$ cat src/rtl/hazard_ctrl_mc_if.sv
// Control bundle between the 5-stage datapath and the hazard controller.
// The datapath owns the master side, the controller the slave side.
interface hazard_ctrl_mc_if #(
    parameter int REG_ADDR_W = 5,
    parameter int NUM_REGS   = 32,
    parameter int MC_MAX     = 2
);
    localparam int CNT_W = $clog2(MC_MAX + 1);

    logic                  instr_hit_f_i;
    logic [REG_ADDR_W-1:0] rs1_d_i, rs2_d_i, rd_d_i;
    logic                  mc_op_d_i;
    logic [REG_ADDR_W-1:0] rs1_e_i, rs2_e_i, rd_e_i;
    logic                  load_e_i;
    logic                  mc_issue_e_i;
    logic                  redirect_e_i;
    logic                  ic_repl_permit_i;
    logic [REG_ADDR_W-1:0] rd_m_i, rd_w_i;
    logic                  reg_write_m_i, reg_write_w_i;
    logic                  mc_done_i;
    logic [REG_ADDR_W-1:0] mc_rd_i;

    logic                  stall_f_o, stall_d_o, stall_e_o, stall_m_o, stall_w_o;
    logic                  flush_d_o, flush_e_o;
    logic [1:0]            forward_a_e_o, forward_b_e_o;
    logic [NUM_REGS-1:0]   sb_busy_o;
    logic [CNT_W-1:0]      mc_count_o;
    logic                  redirect_pend_o;
    logic                  sb_err_o;

    modport slave (
        input  instr_hit_f_i, rs1_d_i, rs2_d_i, rd_d_i, mc_op_d_i,
               rs1_e_i, rs2_e_i, rd_e_i, load_e_i, mc_issue_e_i,
               redirect_e_i, ic_repl_permit_i, rd_m_i, rd_w_i,
               reg_write_m_i, reg_write_w_i, mc_done_i, mc_rd_i,
        output stall_f_o, stall_d_o, stall_e_o, stall_m_o, stall_w_o,
               flush_d_o, flush_e_o, forward_a_e_o, forward_b_e_o,
               sb_busy_o, mc_count_o, redirect_pend_o, sb_err_o
    );

    modport master (
        output instr_hit_f_i, rs1_d_i, rs2_d_i, rd_d_i, mc_op_d_i,
               rs1_e_i, rs2_e_i, rd_e_i, load_e_i, mc_issue_e_i,
               redirect_e_i, ic_repl_permit_i, rd_m_i, rd_w_i,
               reg_write_m_i, reg_write_w_i, mc_done_i, mc_rd_i,
        input  stall_f_o, stall_d_o, stall_e_o, stall_m_o, stall_w_o,
               flush_d_o, flush_e_o, forward_a_e_o, forward_b_e_o,
               sb_busy_o, mc_count_o, redirect_pend_o, sb_err_o
    );
endinterface

$ cat src/rtl/hazard_ctrl_mc.sv
// Hazard controller: forwarding, load-use, multi-cycle scoreboard with
// in-flight limit, and deferral of redirect flushes across unabortable I-cache refills.
module hazard_ctrl_mc #(
    parameter int REG_ADDR_W = 5,
    parameter int NUM_REGS   = 32,
    parameter int MC_MAX     = 2
) (
    input  logic             clk_i,
    input  logic             reset_i,
    hazard_ctrl_mc_if.slave  hz
);
    localparam int CNT_W = $clog2(MC_MAX + 1);

    typedef enum logic {IDLE, PEND} state_e;

    state_e                state_q;
    logic                  pend_q;
    logic [NUM_REGS-1:0]   busy_q, busy_d;
    logic [CNT_W-1:0]      count_q, count_d;
    logic                  err_q, err_d;

    logic miss, pend, load_use, sb_haz, mc_full, haz_d;
    logic busy_src, issue_match, mc_at_max;
    logic issue_acc, done_ok, done_bad;

    function automatic logic [1:0] fwd_sel(
        input logic [REG_ADDR_W-1:0] rs,
        input logic [REG_ADDR_W-1:0] rd_m,
        input logic                  we_m,
        input logic [REG_ADDR_W-1:0] rd_w,
        input logic                  we_w
    );
        logic [1:0] sel;
        sel = 2'b00;
        if (rs != '0) begin
            if (we_m && rd_m == rs)      sel = 2'b10;
            else if (we_w && rd_w == rs) sel = 2'b01;
        end
        return sel;
    endfunction

    assign hz.forward_a_e_o = fwd_sel(hz.rs1_e_i, hz.rd_m_i, hz.reg_write_m_i,
                                      hz.rd_w_i, hz.reg_write_w_i);
    assign hz.forward_b_e_o = fwd_sel(hz.rs2_e_i, hz.rd_m_i, hz.reg_write_m_i,
                                      hz.rd_w_i, hz.reg_write_w_i);

    assign miss      = ~hz.instr_hit_f_i;
    assign pend      = (state_q == PEND);
    assign mc_at_max = (count_q == CNT_W'(MC_MAX));

    assign load_use = hz.load_e_i && (hz.rd_e_i != '0) &&
                      ((hz.rs1_d_i == hz.rd_e_i) || (hz.rs2_d_i == hz.rd_e_i));

    // x0 is never tracked, so only nonzero D-stage indices may raise a hazard.
    assign busy_src = ((hz.rs1_d_i != '0) && busy_q[hz.rs1_d_i]) ||
                      ((hz.rs2_d_i != '0) && busy_q[hz.rs2_d_i]) ||
                      ((hz.rd_d_i  != '0) && busy_q[hz.rd_d_i]);
    assign issue_match = hz.mc_issue_e_i && (hz.rd_e_i != '0) &&
                         ((hz.rd_e_i == hz.rs1_d_i) || (hz.rd_e_i == hz.rs2_d_i) ||
                          (hz.rd_e_i == hz.rd_d_i));
    assign sb_haz  = busy_src || issue_match;
    assign mc_full = hz.mc_op_d_i && mc_at_max;
    assign haz_d   = load_use || sb_haz || mc_full;

    assign hz.stall_f_o = (haz_d || miss) && !hz.redirect_e_i && !pend;
    assign hz.stall_d_o = haz_d || miss;
    assign hz.stall_e_o = miss;
    assign hz.stall_m_o = miss;
    assign hz.stall_w_o = miss;
    assign hz.flush_d_o = (hz.redirect_e_i && !pend) || (pend && !miss);
    assign hz.flush_e_o = (haz_d && !miss) ||
                          (hz.redirect_e_i && !pend && (!miss || hz.ic_repl_permit_i)) ||
                          (pend && !miss);

    assign issue_acc = hz.mc_issue_e_i && (hz.rd_e_i != '0) && !hz.stall_e_o && !hz.flush_e_o;
    assign done_ok   = hz.mc_done_i && busy_q[hz.mc_rd_i] && (count_q != '0);
    assign done_bad  = hz.mc_done_i && !done_ok;

    // Clear before set so a same-cycle set on the same register wins.
    always_comb begin
        busy_d  = busy_q;
        count_d = count_q;
        err_d   = err_q;
        if (done_ok)   busy_d[hz.mc_rd_i] = 1'b0;
        if (issue_acc) busy_d[hz.rd_e_i]  = 1'b1;
        if (issue_acc && !done_ok && !mc_at_max)
            count_d = count_q + CNT_W'(1);
        else if (done_ok && !issue_acc)
            count_d = count_q - CNT_W'(1);
        if (done_bad || (issue_acc && mc_at_max))
            err_d = 1'b1;
    end

    always_ff @(posedge clk_i) begin
        if (reset_i) begin
            busy_q  <= '0;
            count_q <= '0;
            err_q   <= 1'b0;
        end else begin
            busy_q  <= busy_d;
            count_q <= count_d;
            err_q   <= err_d;
        end
    end

    // While PEND, E is stalled on the same redirect, so redirect_e_i is ignored.
    always_ff @(posedge clk_i) begin
        if (reset_i) begin
            state_q <= IDLE;
            pend_q  <= 1'b0;
        end else begin
            case (state_q)
                IDLE: if (hz.redirect_e_i && miss && !hz.ic_repl_permit_i) begin
                    state_q <= PEND;
                    pend_q  <= 1'b1;
                end
                PEND: if (!miss) begin
                    state_q <= IDLE;
                    pend_q  <= 1'b0;
                end
                default: begin
                    state_q <= IDLE;
                    pend_q  <= 1'b0;
                end
            endcase
        end
    end

    assign hz.sb_busy_o       = busy_q;
    assign hz.mc_count_o      = count_q;
    assign hz.redirect_pend_o = pend_q;
    assign hz.sb_err_o        = err_q;
endmodule

$ cat src/flat_wrapper.sv
// flat-port wrapper written by rule: the top's interface ports become plain ports
module hazard_ctrl_mc_flat 
#(
    parameter int REG_ADDR_W = 5,
    parameter int NUM_REGS   = 32,
    parameter int MC_MAX     = 2
)
  (clk_i, reset_i, hz_instr_hit_f_i, hz_rs1_d_i, hz_rs2_d_i, hz_rd_d_i, hz_mc_op_d_i, hz_rs1_e_i, hz_rs2_e_i, hz_rd_e_i, hz_load_e_i, hz_mc_issue_e_i, hz_redirect_e_i, hz_ic_repl_permit_i, hz_rd_m_i, hz_rd_w_i, hz_reg_write_m_i, hz_reg_write_w_i, hz_mc_done_i, hz_mc_rd_i, hz_stall_f_o, hz_stall_d_o, hz_stall_e_o, hz_stall_m_o, hz_stall_w_o, hz_flush_d_o, hz_flush_e_o, hz_forward_a_e_o, hz_forward_b_e_o, hz_sb_busy_o, hz_mc_count_o, hz_redirect_pend_o, hz_sb_err_o);
  hazard_ctrl_mc_if #(.REG_ADDR_W(REG_ADDR_W), .NUM_REGS(NUM_REGS), .MC_MAX(MC_MAX)) hz_i ();
  input  logic clk_i;
  input  logic reset_i;
  input wire logic [$bits(hz_i.instr_hit_f_i)-1:0] hz_instr_hit_f_i;
  input wire logic [$bits(hz_i.rs1_d_i)-1:0] hz_rs1_d_i;
  input wire logic [$bits(hz_i.rs2_d_i)-1:0] hz_rs2_d_i;
  input wire logic [$bits(hz_i.rd_d_i)-1:0] hz_rd_d_i;
  input wire logic [$bits(hz_i.mc_op_d_i)-1:0] hz_mc_op_d_i;
  input wire logic [$bits(hz_i.rs1_e_i)-1:0] hz_rs1_e_i;
  input wire logic [$bits(hz_i.rs2_e_i)-1:0] hz_rs2_e_i;
  input wire logic [$bits(hz_i.rd_e_i)-1:0] hz_rd_e_i;
  input wire logic [$bits(hz_i.load_e_i)-1:0] hz_load_e_i;
  input wire logic [$bits(hz_i.mc_issue_e_i)-1:0] hz_mc_issue_e_i;
  input wire logic [$bits(hz_i.redirect_e_i)-1:0] hz_redirect_e_i;
  input wire logic [$bits(hz_i.ic_repl_permit_i)-1:0] hz_ic_repl_permit_i;
  input wire logic [$bits(hz_i.rd_m_i)-1:0] hz_rd_m_i;
  input wire logic [$bits(hz_i.rd_w_i)-1:0] hz_rd_w_i;
  input wire logic [$bits(hz_i.reg_write_m_i)-1:0] hz_reg_write_m_i;
  input wire logic [$bits(hz_i.reg_write_w_i)-1:0] hz_reg_write_w_i;
  input wire logic [$bits(hz_i.mc_done_i)-1:0] hz_mc_done_i;
  input wire logic [$bits(hz_i.mc_rd_i)-1:0] hz_mc_rd_i;
  output wire logic [$bits(hz_i.stall_f_o)-1:0] hz_stall_f_o;
  output wire logic [$bits(hz_i.stall_d_o)-1:0] hz_stall_d_o;
  output wire logic [$bits(hz_i.stall_e_o)-1:0] hz_stall_e_o;
  output wire logic [$bits(hz_i.stall_m_o)-1:0] hz_stall_m_o;
  output wire logic [$bits(hz_i.stall_w_o)-1:0] hz_stall_w_o;
  output wire logic [$bits(hz_i.flush_d_o)-1:0] hz_flush_d_o;
  output wire logic [$bits(hz_i.flush_e_o)-1:0] hz_flush_e_o;
  output wire logic [$bits(hz_i.forward_a_e_o)-1:0] hz_forward_a_e_o;
  output wire logic [$bits(hz_i.forward_b_e_o)-1:0] hz_forward_b_e_o;
  output wire logic [$bits(hz_i.sb_busy_o)-1:0] hz_sb_busy_o;
  output wire logic [$bits(hz_i.mc_count_o)-1:0] hz_mc_count_o;
  output wire logic [$bits(hz_i.redirect_pend_o)-1:0] hz_redirect_pend_o;
  output wire logic [$bits(hz_i.sb_err_o)-1:0] hz_sb_err_o;
  assign hz_i.instr_hit_f_i = hz_instr_hit_f_i;
  assign hz_i.rs1_d_i = hz_rs1_d_i;
  assign hz_i.rs2_d_i = hz_rs2_d_i;
  assign hz_i.rd_d_i = hz_rd_d_i;
  assign hz_i.mc_op_d_i = hz_mc_op_d_i;
  assign hz_i.rs1_e_i = hz_rs1_e_i;
  assign hz_i.rs2_e_i = hz_rs2_e_i;
  assign hz_i.rd_e_i = hz_rd_e_i;
  assign hz_i.load_e_i = hz_load_e_i;
  assign hz_i.mc_issue_e_i = hz_mc_issue_e_i;
  assign hz_i.redirect_e_i = hz_redirect_e_i;
  assign hz_i.ic_repl_permit_i = hz_ic_repl_permit_i;
  assign hz_i.rd_m_i = hz_rd_m_i;
  assign hz_i.rd_w_i = hz_rd_w_i;
  assign hz_i.reg_write_m_i = hz_reg_write_m_i;
  assign hz_i.reg_write_w_i = hz_reg_write_w_i;
  assign hz_i.mc_done_i = hz_mc_done_i;
  assign hz_i.mc_rd_i = hz_mc_rd_i;
  assign hz_stall_f_o = hz_i.stall_f_o;
  assign hz_stall_d_o = hz_i.stall_d_o;
  assign hz_stall_e_o = hz_i.stall_e_o;
  assign hz_stall_m_o = hz_i.stall_m_o;
  assign hz_stall_w_o = hz_i.stall_w_o;
  assign hz_flush_d_o = hz_i.flush_d_o;
  assign hz_flush_e_o = hz_i.flush_e_o;
  assign hz_forward_a_e_o = hz_i.forward_a_e_o;
  assign hz_forward_b_e_o = hz_i.forward_b_e_o;
  assign hz_sb_busy_o = hz_i.sb_busy_o;
  assign hz_mc_count_o = hz_i.mc_count_o;
  assign hz_redirect_pend_o = hz_i.redirect_pend_o;
  assign hz_sb_err_o = hz_i.sb_err_o;
  hazard_ctrl_mc #(.REG_ADDR_W(REG_ADDR_W), .NUM_REGS(NUM_REGS), .MC_MAX(MC_MAX)) u_core (.clk_i(clk_i), .reset_i(reset_i), .hz(hz_i));
endmodule
$ cat config.mk
export PLATFORM = sky130hd
export DESIGN_NAME = hazard_ctrl_mc_flat
export DESIGN_NICKNAME = d
export VERILOG_FILES = /design/src/rtl/hazard_ctrl_mc_if.sv /design/src/rtl/hazard_ctrl_mc.sv /design/src/flat_wrapper.sv
export SDC_FILE = /design/constraint.sdc
export NUM_CORES = 1
export LEC_CHECK = 0
export CAP_MARGIN = 15
export CORE_ASPECT_RATIO = 0.5
export CORE_MARGIN = 3
export CORE_UTILIZATION = 48
export DETAILED_ROUTE_END_ITERATION = 7
export PLACE_DENSITY = 0.89
export SETUP_SLACK_MARGIN = 0.2
export SLEW_MARGIN = 20
export SYNTH_ARGS = -nofsm -noshare
export SYNTH_HDL_FRONTEND = slang
export SYNTH_SLANG_ARGS = --single-unit
export TNS_END_PERCENT = 30
$ cat constraint.sdc
create_clock -name clk_i -period 3.45 [get_ports clk_i]
set_input_delay 0.69 -clock clk_i [delete_from_list [all_inputs] [get_ports clk_i]]
set_output_delay 0.69 -clock clk_i [all_outputs]
set_load 0.01 [all_outputs]
==> flow_summary.yaml, run 1 <==
outcome:
  status: "complete, but fails checks"
  violations: "design-rule violations, negative setup slack"
floorplanning:
  core_um2: 6810
  std_cell_rows: 21
  dieWidth_um: 125
  die_area_um2: 8240
  die-height_um: 65.7
  start_util_pct: 50.3
  ioPinCount: 103
global_route:
  grt_pass1_wl_um: 23600
  grt-ovfl-total: 0
  grt_usage_pct: 37.1
  antenna_found_initial: 2
  grt_pass1_vias: 4347
  grt_start_max_net_pins: 34
clock_tree:
  clockRootBuffer: "clkbuf_16"
  path_clk_slew_ps: 60
  clkLatencyLatePin_ps: 290
  cts_made_buffers: 5
  clock-sinks: 37
  clockBufferDepth: 2
  cts_tree: "built"
  htree_levels: 2
final_layout:
  layout_commonest_cell: "clkdlybuf4s50_1"
  finalInstanceArea_um2: 5260
  layout-drive-gt1-share_pct: 26.1
  nNetsFinal: 614
  antenna_cells: 0
  post-route-util_pct: 77.3
  final_cell_mix: "clkdlybuf4s50_1, buf_4, nor2b_1, dfxtp_1, o21ai_0"
  stdcell_count: 651
  syn2layout_area_growth_pct: 53.7
synth:
  syn-mean-instance-area_um2: 8.51
  synth_seq_cells: 37
  synth_area_leaders: "dfxtp_1, mux2i_1, mux4_2, nor2b_1, o21ai_0"
  synth_area_um2: 3420
  ys_types: 59
  ys_warn_count: 0
  ys_seq_area_share_pct: 21.7
  synth_edf_count: 0
  synth-main-ff-cell: "dfxtp_1"
  synthArstFlopShare_pct: 0
  syn_nets: 458
  yosysTopAreaCellShare_pct: 21.7
  synth_cells: 402
  synth_area_leader_cell: "dfxtp_1"
power_and_ir_drop:
  seqPwrFrac_pct: 33.5
  swShare_pct: 31.5
  finalPower_mw: 1.30
  leakage_nw: 2.06
  p_sw_uw: 409
  ir_drop_mv: 0.219
  p_int_uw: 891
  power_density_nw_per_um2: 247
  comb_power_share_pct: 30.0
  pwr-share-clk_pct: 36.6
route:
  met3_length_um: 2840
  top_layer: "met5"
  wl_met1_um: 5840
  dr.pass1.iters: 8
  dr_wl_met2_um: 7160
  postRouteAntennaNets: 0
  drt-total-wl_um: 17300
  via_count: 4638
  drtIter0Drc: 987
  routedWlPerCell_um: 26.5
  viasPerCell: 7.12
  drc: 38
worst_setup_path:
  worstSetupStartpointType: "input pin"
  critPathMaxFanout: 8
  required_ps: 2760
  endpoint_kind: "output pin"
  crit_type: "input pin to output pin"
  crit_arrival_ps: 2880
place:
  dp_worst_setup_slack_ps: -797
  place.gp.congestion: 0.993
  dp_cells: 633
  io_buffers: 102
  place_area_um2: 4920
  hpwl_um: 10200
sta:
  slew_violations: 0
  fin_hold_ws_ps: 513
  hold_viol_final: 0
  slew-limit-headroom_pct: 66.2
  rsz0062_at_grt: "yes"
  clock_skew_ps: 5.02
  tns_ps: -304
  fin_crit_sh_pct: 103
  worstMarginPinSlew_ps: 505
  min_period_ps: 3570
  max_freq_mhz: 280
  setup_viol: 3
  fin_ws_ps: -117
hold_path:
  hp-class: "flip-flop to flip-flop"
flow_run:
  max_cap_viol_count: 0
## cells by family (layout without fill, tap and decap cells)
logic type / after synthesis / after routing / share of synthesized area [%]
and+or+nand+nor: 145 / 145 / 26.2
AOI/OAI and AO/OA: 102 / 102 / 17.7
muxes: 48 / 48 / 20.4
DFF: 37 / 37 / 21.7
xor gates and xnor gates: 35 / 35 / 8.96
buffers and inverters: 35 / 192 / 5.12
## metal layers
| layer | track usage (%) | up-vias |
|---|---|---|
| met5 | 0 | - |
| li1 | - | 1808 |
| met1 | 42.9 | 2107 |
| met4 | 20.7 | 2 |
| met2 | 60.4 | 509 |
| met3 | 13.7 | 212 |
## repair_timing
item	CTS	global route
setup endpoints to repair	35	12
buffers inserted	4	6
pin swaps	13	15
hold buffers	0	0
cloned	0	0
hold endpoints to repair	0	0
gates resized for setup	76	32
## synth_stat cells, types with 11 or more instances
| master | number |
|---|---|
| nor2b_1 | 40 |
| o21ai_0 | 38 |
| dfxtp_1 | 37 |
| mux2i_1 | 31 |
| o21ai_1 | 26 |
| nor2_1 | 18 |
| xnor2_1 | 18 |
| nand3_1 | 17 |
| xor2_1 | 17 |
| clkbuf_1 | 15 |
| nand2_1 | 14 |
| mux4_2 | 13 |
| nand3b_1 | 13 |
| a21oi_1 | 11 |
## power by group through the flow
stage	registers [mW]	logic [mW]	clock network (mW)
global placement	0.444	0.327	0
CTS	0.435	0.351	0.472
floorplan	0.445	0.162	0
global route	0.435	0.402	0.488
finish	0.435	0.390	0.476
detailed placement	0.444	0.335	0
## final cells by class
cell class | instances | area, um^2
Fill cell | 394 | 1550
Tap cell | 92 | 115
Sequential cell | 37 | 741
Multi-Input combinational cell | 330 | 2630
Inverter | 7 | 26.3
Clock buffer | 5 | 125
Clock inverter | 3 | 22.5
Timing Repair Buffer | 177 | 1600
## final timing paths
kind | start | slack [ps] | end | depth (start not counted)
max reg2reg | u_core.hz.sb_busy_o[8]$_SDFF_PP0_ | 540 | u_core.hz.sb_busy_o[7]$_SDFF_PP0_ | 9
min | u_core.hz.sb_err_o$_SDFFE_PP0P_ | 510 | u_core.hz.sb_err_o$_SDFFE_PP0P_ | 2
max | hz_rs1_d_i[1] | -120 | hz_flush_e_o | 11
min reg2reg | u_core.hz.sb_err_o$_SDFFE_PP0P_ | 510 | u_core.hz.sb_err_o$_SDFFE_PP0P_ | 2
## critical path: stages
cell and delay, ps:
buf_8 90, buf_6 110, buf_6 140, mux2i_1 310, nand2_1 210, mux2i_2 250, nor4_2 80, or4_4 610
nor3_4 150, o22ai_2 90, buf_2 140
## sequential cells by signal, summed over array words and instances, names as in the netlist
signal,cells
u_core.hz.sb_err_o,1
u_core.hz.mc_count_o,2
u_core.hz.sb_busy_o,32
u_core.pend,1
u_core.hz.redirect_pend_o,1
Note: power is estimated with default switching activity, not from simulation.
==> run 2: changes to the inputs <==
--- a/config.mk
+++ b/config.mk
@@ -9,7 +9,9 @@
 export CORE_ASPECT_RATIO = 0.5
 export CORE_MARGIN = 3
 export CORE_UTILIZATION = 48
+export CTS_CLUSTER_DIAMETER = 50
 export DETAILED_ROUTE_END_ITERATION = 7
+export GPL_ROUTABILITY_DRIVEN = 0
 export PLACE_DENSITY = 0.89
 export SETUP_SLACK_MARGIN = 0.2
 export SLEW_MARGIN = 20
==> run 2 against run 1 <==
Compared with the run above: the flow still finishes with violations (design-rule violations, negative setup slack); design area is 4.5% higher; critical path depth grew 1; non-clock buffer count rose by 9; setup slack worse by 2.9 ps; sequential share of layout area decreased by 0.61 points; final cell count grew 1.4%; largest cell class unchanged.
==> flow_summary.yaml, run 2 (same netlist as run 1, synthesis figures left out) <==
outcome:
  status: "complete, but fails checks"
  violations: "design-rule violations, negative setup slack"
global_route:
  grt_start_max_net_pins: 19
  grt_pass1_wl_um: 25300
  grt_pass1_vias: 4473
  antenna_found_initial: 1
  grt_usage_pct: 39.8
  grt-ovfl-total: 0
floorplanning:
  dieWidth_um: 125
  std_cell_rows: 21
  die_area_um2: 8240
  die-height_um: 65.7
  start_util_pct: 50.3
  core_um2: 6810
  ioPinCount: 103
place:
  io_buffers: 102
  place_area_um2: 4960
  dp_worst_setup_slack_ps: -796
  hpwl_um: 10100
power_and_ir_drop:
  ir_drop_mv: 0.182
  power_density_nw_per_um2: 254
  finalPower_mw: 1.39
  leakage_nw: 2.17
clock_tree:
  clkLatencyLatePin_ps: 290
  path_clk_slew_ps: 60
  clockRootBuffer: "clkbuf_16"
  clockBufferDepth: 2
  cts_tree: "built"
  clock-sinks: 37
  cts_made_buffers: 5
  htree_levels: 2
route:
  drc: 22
  drtIter0Drc: 1068
  drt-total-wl_um: 18300
  routedWlPerCell_um: 27.7
  via_count: 4720
  postRouteAntennaNets: 0
  viasPerCell: 7.15
  dr.pass1.iters: 8
sta:
  worstMarginPinSlew_ps: 471
  fin_hold_ws_ps: 512
  rsz0062_at_grt: "yes"
  fin_crit_sh_pct: 103
  hold_viol_final: 0
  slew_violations: 0
  clock_skew_ps: 4.25
  max_freq_mhz: 280
  setup_viol: 2
  min_period_ps: 3570
  slew-limit-headroom_pct: 68.6
  fin_ws_ps: -119
flow_run:
  max_cap_viol_count: 0
worst_setup_path:
  crit_type: "input pin to flip-flop"
  worstSetupStartpointType: "input pin"
  crit_arrival_ps: 3770
  critPathMaxFanout: 12
  required_ps: 3650
  endpoint_kind: "flip-flop"
final_layout:
  largest_reg_flops: 32
  post-route-util_pct: 80.8
  nNetsFinal: 623
  layout-drive-gt1-share_pct: 28.5
  antenna_cells: 0
  nFillCells: 357
  layout_commonest_cell: "clkdlybuf4s50_1"
  final_cell_mix: "clkdlybuf4s50_1, buf_4, nor2b_1, o21ai_0, dfxtp_1"
  syn2layout_area_growth_pct: 60.6
  finalInstanceArea_um2: 5500
hold_path:
  hp-class: "flip-flop to flip-flop"
run 2: metrics by stage:
step,setup TNS (ps),std cells
CTS,0,650
global placement,-5680,635
floorplan,0,402
finish,-130,660
global route,0,660
detailed placement,-8440,635
run 2: power by group:
group | internal (mW) | switching, mW | total (mW)
Combinational | 0.203 | 0.204 | 0.407
Clock | 0.343 | 0.210 | 0.553
Sequential | 0.431 | 0.00450 | 0.435
Total | 0.977 | 0.418 | 1.39
run 2: metal layers:
metal / global-route usage [%] / share of wire [%] / up-vias
met1: 42.8 / 34 / 2150
met4: 24.5 / 7.9 / 2
met5: 0 / 0.21 / -
li1: - / - / 1822
met3: 20.9 / 17 / 191
met2: 63.2 / 41 / 555
run 2: what timing repair did:
item / in CTS / in global routing
resized for setup: 69 / 45
pin swaps: 10 / 18
setup buffers: 6 / 10
setup endpoints to repair: 36 / 32
gates cloned: 1 / 0
hold buffers: 0 / 0
run 2: area by class of cell:
class | count | area, um^2 | area share, %
Inverter | 7 | 26.3 | 0.478
Timing Repair Buffer | 186 | 1750 | 31.8
Clock inverter | 2 | 38.8 | 0.706
Tap cell | 92 | 115 | 2.09
Clock buffer | 6 | 129 | 2.35
Sequential cell | 37 | 741 | 13.5
Multi-Input combinational cell | 330 | 2700 | 49.1
run 2: worst paths after layout:
check	start	to	slack [ps]	cells past startpoint
hold reg to reg	u_core.hz.redirect_pend_o$_SDFFE_PP0P_	u_core.hz.redirect_pend_o$_SDFFE_PP0P_	510	2
setup reg to reg	u_core.hz.sb_busy_o[18]$_SDFF_PP0_	u_core.hz.sb_busy_o[1]$_SDFF_PP0_	440	10
setup / recovery	hz_mc_rd_i[0]	u_core.hz.sb_busy_o[1]$_SDFF_PP0_	-120	12
hold / removal	u_core.hz.redirect_pend_o$_SDFFE_PP0P_	u_core.hz.redirect_pend_o$_SDFFE_PP0P_	510	2
run 2: critical path, stage by stage:
cell and delay [ps]:
clkdlybuf4s50_1 530, buf_12 170, mux4_2 510, nor2b_1 170
a41oi_2 250, nand4_1 340, o211a_4 300, buf_4 170
nand3b_1 160, buf_12 150, o21ai_0 140, o21ai_1 180
